$ cat src/rtl/pll_lock_supervisor.sv
// PLL lock supervisor: sequences the PLL reset, qualifies the returned lock
// for stability, releases the DDR3 reset and bounds relock retries.
//
// Ports:
//   init_clk  - free-running reference clock
//   rst       - synchronous active-high reset
//   lock      - PLL lock, asynchronous to init_clk
//   clr_fault - level, leaves FAULT and restarts the sequence
//   pll_rst   - reset request to the PLL initialiser
//   sys_rst   - active-high reset for the DDR3 domain
//   ready     - lock qualified (~sys_rst & ~fault)
//   fault     - retry budget exhausted
//   retry_cnt - failed attempts since last RUN or fault clear
//   loss_cnt  - lock losses seen in RUN, saturating
module pll_lock_supervisor #(
  parameter int RST_PULSE     = 16,
  parameter int LOCK_TIMEOUT  = 65536,
  parameter int STABLE_CYCLES = 1024,
  parameter int MAX_RETRIES   = 3
) (
  input  logic       init_clk,
  input  logic       rst,
  input  logic       lock,
  input  logic       clr_fault,
  output logic       pll_rst,
  output logic       sys_rst,
  output logic       ready,
  output logic       fault,
  output logic [3:0] retry_cnt,
  output logic [7:0] loss_cnt
);

  localparam int MAX_A =
    (RST_PULSE > LOCK_TIMEOUT) ?
    RST_PULSE : LOCK_TIMEOUT;
  localparam int MAX_C =
    (MAX_A > STABLE_CYCLES) ?
    MAX_A : STABLE_CYCLES;
  localparam int CW =
    (MAX_C > 1) ? $clog2(MAX_C) : 1;

  localparam logic [CW-1:0] RP_END =
    CW'(RST_PULSE - 1);
  localparam logic [CW-1:0] LT_END =
    CW'(LOCK_TIMEOUT - 1);
  localparam logic [CW-1:0] SC_END =
    CW'(STABLE_CYCLES - 1);
  localparam logic [3:0] MR =
    4'(MAX_RETRIES);

  localparam logic [2:0] S_RST   = 3'd0;
  localparam logic [2:0] S_WAIT  = 3'd1;
  localparam logic [2:0] S_STB   = 3'd2;
  localparam logic [2:0] S_RUN   = 3'd3;
  localparam logic [2:0] S_FAULT = 3'd4;

  logic          sync1_q, sync2_q;
  logic          lock_s;
  logic [2:0]    state_q, state_d;
  logic [CW-1:0] cnt_q, cnt_d;
  logic [3:0]    retry_q, retry_d;
  logic [7:0]    loss_q, loss_d;
  logic          pll_rst_q, pll_rst_d;
  logic          sys_rst_q, sys_rst_d;
  logic          ready_q, ready_d;
  logic          fault_q, fault_d;

  assign lock_s = sync2_q;

  always_comb begin
    state_d = state_q;
    retry_d = retry_q;
    loss_d  = loss_q;
    cnt_d   = cnt_q + CW'(1);
    unique case (state_q)
      S_RST: begin
        if (cnt_q == RP_END)
          state_d = S_WAIT;
      end
      S_WAIT: begin
        // lock wins over a coincident timeout
        if (lock_s) begin
          state_d = S_STB;
        end else if (cnt_q == LT_END) begin
          // retry_cnt reads MAX_RETRIES in FAULT
          retry_d = retry_q + 4'd1;
          if (retry_q + 4'd1 == MR)
            state_d = S_FAULT;
          else
            state_d = S_RST;
        end
      end
      S_STB: begin
        if (!lock_s) begin
          state_d = S_WAIT;
        end else if (cnt_q == SC_END) begin
          state_d = S_RUN;
          retry_d = '0;
        end
      end
      S_RUN: begin
        cnt_d = '0;
        if (!lock_s) begin
          state_d = S_WAIT;
          if (loss_q != 8'hff)
            loss_d = loss_q + 8'd1;
        end
      end
      S_FAULT: begin
        cnt_d = '0;
        if (clr_fault) begin
          state_d = S_RST;
          retry_d = '0;
        end
      end
      default: begin
        state_d = S_RST;
        cnt_d   = '0;
      end
    endcase
    if (state_d != state_q)
      cnt_d = '0;
  end

  // outputs are decoded from the next state so
  // they move on the same edge as the transition
  always_comb begin
    pll_rst_d = (state_d == S_RST) ||
                (state_d == S_FAULT);
    sys_rst_d = (state_d != S_RUN);
    ready_d   = (state_d == S_RUN);
    fault_d   = (state_d == S_FAULT);
  end

  always_ff @(posedge init_clk) begin
    if (rst) begin
      sync1_q   <= 1'b0;
      sync2_q   <= 1'b0;
      state_q   <= S_RST;
      cnt_q     <= '0;
      retry_q   <= '0;
      loss_q    <= '0;
      pll_rst_q <= 1'b1;
      sys_rst_q <= 1'b1;
      ready_q   <= 1'b0;
      fault_q   <= 1'b0;
    end else begin
      sync1_q   <= lock;
      sync2_q   <= sync1_q;
      state_q   <= state_d;
      cnt_q     <= cnt_d;
      retry_q   <= retry_d;
      loss_q    <= loss_d;
      pll_rst_q <= pll_rst_d;
      sys_rst_q <= sys_rst_d;
      ready_q   <= ready_d;
      fault_q   <= fault_d;
    end
  end

  assign pll_rst   = pll_rst_q;
  assign sys_rst   = sys_rst_q;
  assign ready     = ready_q;
  assign fault     = fault_q;
  assign retry_cnt = retry_q;
  assign loss_cnt  = loss_q;

endmodule

$ cat config.mk
export PLATFORM = sky130hd
export DESIGN_NAME = pll_lock_supervisor
export DESIGN_NICKNAME = d
export VERILOG_FILES = /design/src/rtl/pll_lock_supervisor.sv
export SDC_FILE = /design/constraint.sdc
export NUM_CORES = 1
export LEC_CHECK = 0
export ABC_AREA = 1
export BUFFER_PORTS_ARGS = -buffer_cell sky130_fd_sc_hd__buf_2
export CAP_MARGIN = 20
export CORE_MARGIN = 5
export CORE_UTILIZATION = 48
export DETAILED_ROUTE_END_ITERATION = 6
export PLACE_DENSITY = 0.67
export SYNTH_ARGS = -nofsm -noshare
export SYNTH_HDL_FRONTEND = slang
export SYNTH_SLANG_ARGS = --single-unit
$ cat constraint.sdc
create_clock -name init_clk -period 3 [get_ports init_clk]
set_input_delay 0.3 -clock init_clk [delete_from_list [all_inputs] [get_ports init_clk]]
set_output_delay 0.3 -clock init_clk [all_outputs]
set_load 0.005 [all_outputs]
After elaboration in Yosys (flattened, before gate mapping)
Index checks and enable logic that the tools add are counted.

storage, ports and cells
  flip-flop bits (word level) = 37
  input port bits = 4
  output and inout port bits = 16
  word-level logic and storage cells = 56

cells by class
  $add $sub $neg = 3
  eq/ne operators = 18
  muxes and demuxes = 15
  bitwise logic cells = 2
  reduce and logical (&&, ||, !) cells = 8

operators with widths
  kind                                                               count
  3-bit two-way mux                                                  8
  4-bit two-way mux                                                  5
  16-bit by 1-bit adder with 16-bit output, second input constant    1
  16-bit by 10-bit == test with 1-bit output, second input constant  1
  16-bit == test, second input constant                              1
  16-bit by 4-bit == test with 1-bit output, second input constant   1
  3-bit case mux with 5 select lines                                 1
  4-bit case mux with 3 select lines                                 1
  2-bit != test, second input constant                               5
  3-bit by 2-bit == test with 1-bit output, second input constant    3
  8-bit by 1-bit adder with 8-bit output, second input constant      1
  8-bit != test, second input constant                               1
  3-bit == test, second input constant                               2
  3-bit logical NOT                                                  2
  6-bit AND reduction                                                1
  3-bit OR reduction                                                 2
  4-bit by 1-bit adder with 4-bit output, second input constant      1
  4-bit by 2-bit == test with 1-bit output, second input constant    1
  3-bit by 1-bit == test with 1-bit output, second input constant    1
  3-bit by 2-bit != test with 1-bit output, second input constant    1
  3-bit != test                                                      1
  3-bit AND reduction                                                1
  3-bit nonzero test                                                 1
  1-bit inverter                                                     2
  1-bit logical OR                                                   1

Longest topological paths before layout
  word-level depth = 8
  depth in mapped cells = 13
  gate-level depth less buffers = 12

Worst setup path before layout
No wires, ideal clock.

  path type = register to register
  start point = register cnt_q[0]
  end point = register cnt_q[13]
  setup time = 121 ps
  arrival time = 1500 ps
  required time = 2879 ps
  setup slack = 1380 ps
  cell stages (with the launch flop) = 12
  cells stage by stage = dfxtp_1 -> ha_1 -> nand2_1 -> nor2_2 -> nand3_2 -> nor2_4 -> nor2_2 -> nor2_4 -> nand3_1 -> nand3_4 -> buf_12 -> nor2_4

on the way
  longest elaborated chain between the ends = 6
  elaborated cells between the ends (all ways) = 12
  classes of those cells = add/sub (1); eq/ne (4); mux (6); reduce/logical (1)

ends and longest elaborated chain
  item                                                                          RTL line  RTL
  start, declared                                                               60        logic [CW-1:0] cnt_q, cnt_d;
  start signal, assigned                                                        151       cnt_q <= cnt_d;
  16-bit by 10-bit == test with 1-bit output or 16-bit == test (tied branches)  96, 84
  3-bit two-way mux, on equally long branches                                   96, 84
  3-bit two-way mux, on equally long branches                                   94, 82
  3-bit case mux with 5 select lines                                            75        unique case (state_q)
  3-bit != test                                                                 121       if (state_d != state_q)
  3-bit OR reduction (no line)                                                  n/a

Several ways; a longest one is shown, not always the timed one.
A chain may end at the register's enable or synchronous reset.

Worst setup path after layout
  start point = register cnt_q[0]
  end point = register cnt_q[3]

Same word-level chain as after synthesis.

==> impl_metrics.csv <==
group,metric,value,unit
global_routing,grt_start_max_net_pins,17,
clocking,post_cts_resized,0,
floorplan,ios,20,
timing,maxClockFrequency,546,MHz
clocking,htreeDepth,2,
clocking,cts_tree,"yes",
floorplan,dieArea,5440,sq um
logic_synthesis,ys_warn_count,0,
timing,rsz0062_at_grt,"false",
logic_synthesis,yosysUniqueCellTypes,23,
detailed_routing,wl_met2,1.58,mm
layout,diodes,0,
run,cap_viol_max_count,0,
detailed_routing,ant_nets,0,
detailed_routing,dr.first_iter.drc_count,79,
worst_setup_path,critical-path-slowest-cell,"dfxtp_1",
placed_design,hpwl,2.57,mm
detailed_routing,top_layer_used,"met4",
timing,slew_viol_final,0,
logic_synthesis,synth_edf_count,0,
placed_design,globalplace.congestion,0.850,
detailed_routing,met3_wirelength,149,um
floorplan,start_util,49.1,%
layout,drive_above_1_share,19.2,%
global_routing,grtUsageTotal,14.0,%
worst_setup_path,cp-end-kind,"flop",
layout,fin_nets,289,
logic_synthesis,yosysSeqAreaShare,38.0,%
placed_design,port_buffers,19,
worst_hold_path,hold_path.class,"primary input to flop",
global_routing,grt_pass1_wl,6.09,mm
logic_synthesis,syn-instance-count,257,
clocking,cts.reportedPaths.clkPinSlew,0.07,ns
logic_synthesis,synthArstFlopShare,0,%
detailed_routing,met1_length,1.68,mm
floorplan,die_y,73.7,um
power_and_ir_drop,p_switching,0.190,mW
worst_setup_path,critPathRequiredTime,3.16,ns
logic_synthesis,synth_common_cells,"nand2_1, nor2_1, dfxtp_1",
logic_synthesis,yosys-top-cells-area,"dfxtp_1, nand2_1, nor2_1",
timing,finalSetupViolCount,0,
layout,fillCellCount,393,
layout,multi_input_area,1070,sq um
power_and_ir_drop,comb_power_share,2.8,%
clocking,post-cts-setup-buffers,0,
global_routing,grt_pass1_vias,1496,
detailed_routing,drt-vias-per-instance,4.71,
worst_setup_path,critical_path.cell_chain,"ha_1, nand2_1, nor2_2, nand2_2, inv_2, nand2_1, nand2_1, nand2_1, o21ai_0, inv_1, nand3_4, nor2_1",
worst_setup_path,worstPathMaxFanout,16,
timing,fin_crit,1.83,ns
power_and_ir_drop,power,0.935,mW
layout,seqCellArea,741,sq um
logic_synthesis,synth_top_area_share,38.0,%
timing,tightestPinTransition,0.557,ns
worst_setup_path,worst_setup_path_start_kind,"flop",
timing,timing.slew.headroom,62.6,%
placed_design,placed_cell_area,2080,sq um
layout,postLayoutCellArea,2190,sq um
clocking,cts_root_buf,"clkbuf_8",
worst_setup_path,crit_top_cell,"nand2_1",
detailed_routing,drc,0,
detailed_routing,drt-total-wl,3.45,mm
detailed_routing,drt_first_pass_iters,4,
logic_synthesis,synth_area,1950,sq um
worst_setup_path,worstPathArrival,1.99,ns
detailed_routing,vias,1558,
clocking,clk_path_buf_depth,2,
floorplan,coreArea,3970,sq um
timing,hold_violations,0,
worst_setup_path,path_class,"flop to flop",
logic_synthesis,syn_area_per_cell,7.59,sq um
clocking,numCtsBuffers,5,
floorplan,row_count,23,
timing,final.period_utilization,61.1,%
power_and_ir_drop,irDropWorstVdd,0.000273,V
logic_synthesis,yosysTopAreaCell,"dfxtp_1",
floorplan,dieWidth,73.7,um
logic_synthesis,yosysMostFrequentCell,"nand2_1",
layout,area_growth,12.2,%
clocking,clkLatencyLatePin,0.29,ns
power_and_ir_drop,clockPowerShare,43.8,%
power_and_ir_drop,p_sw_share,20.3,%
clocking,cts.sinks,37,
power_and_ir_drop,power.internal,0.746,mW
logic_synthesis,synth_top_flop_cell,"dfxtp_1",
clocking,ctsHoldBuffers,0,
logic_synthesis,synth_nets,265,
timing,tns,0,ns
global_routing,grt_overflow,0,
worst_setup_path,crit_path_max_incr_delay,0.35,ns
detailed_routing,wl_per_cell,10.4,um
power_and_ir_drop,p_per_area,427,nW/um^2
timing,finalClockSkew,0.0117,ns
power_and_ir_drop,p_leak,0.937,nW
global_routing,antenna_found_initial,0,
logic_synthesis,ys_seq_elements,37,
power_and_ir_drop,power_frac_seq,53.4,%
run_status,status,"finished clean",
==> placed cells by master (no fill, tap or decap), types with 3 or more instances in the layout <==
cell type | Yosys | final
nand3b_1 | 3 | 3
buf_2 | 0 | 19
inv_2 | 3 | 3
nor2_1 | 42 | 42
nor3_1 | 3 | 3
nand3_1 | 17 | 17
xnor2_1 | 8 | 8
clkbuf_8 | 0 | 5
nand2_1 | 46 | 46
o21ai_0 | 3 | 3
xor2_1 | 14 | 14
nand4_1 | 7 | 7
nor2_4 | 13 | 13
a21oi_1 | 14 | 14
inv_1 | 28 | 28
nand2_2 | 3 | 3
nor2_2 | 6 | 6
dfxtp_1 | 37 | 37
ha_1 | 4 | 4
==> routing by layer <==
metal  vias to the layer above  GRT usage, %
met5                         -             0
met3                         4          3.69
met2                        23          23.7
met1                       680          17.0
li1                        851             -
met4                         0          4.63
==> cell families after synthesis <==
kind of cell / share of synthesized area [%]
buffers and inverters: 7.18
flip-flops: 38.0
AND/OR/NAND/NOR: 37.8
adder cells (fa/ha/maj): 2.57
AO/OA/AOI/OAI: 4.62
XOR/XNOR: 9.88
==> sequential cells by signal (all words and copies together) (netlist names) <==
register   count
state_q        3
lock_s         1
ready          1
loss_cnt       8
fault          1
sys_rst        1
sync1_q        1
retry_cnt      4
cnt_q         16
pll_rst        1
==> critical path, delay by kind of cell (launching register included) <==
family	cells	cell delay (ns)
and+or+nand+nor	8	0.92
DFF	1	0.35
buffers and inverters	2	0.14
AOI/OAI and AO/OA	1	0.09
adders and majority gates	1	0.20
==> power by group through the flow <==
stage	combinational (mW)	clock, mW	sequential (mW)
floorplan	0.0239	0	0.510
global placement	0.0263	0	0.511
detailed placement	0.0267	0	0.511
CTS	0.0267	0.426	0.499
global route	0.0301	0.435	0.500
finish	0.0260	0.410	0.499
==> stage by stage <==
step | utilization, % | hold slack, ns | cells | worst slack, ns
6_report | 55.1 | 0.217 | 331 | 1.17
5_1_grt | 55.1 | 0.223 | 331 | 0.906
4_1_cts | 55.1 | 0.206 | 331 | 1.14
3_5_place_dp | 52.5 | 0.394 | 324 | 1.15
3_3_place_gp | 52.5 | 0.402 | 324 | 1.19
2_1_floorplan | - | 0.388 | 257 | 1.38
==> final timing paths <==
check            from       end  slack (ns)  depth (start not counted)
max          cnt_q[0]  cnt_q[3]        1.17                         12
min              lock   sync1_q        0.22                          3
max reg2reg  cnt_q[0]  cnt_q[3]        1.17                         12
min reg2reg   sync1_q    lock_s        0.41                          2
==> area by class of cell <==
class / count / area share [%]
well taps: 50 / 2.86
clock inverters: 2 / 1.60
multi-input cells: 187 / 48.9
clock buffers: 5 / 3.14
repair buffers: 19 / 4.35
flip-flops and latches: 37 / 33.8
inverters: 31 / 5.32
(Power assumes the default switching activity.)
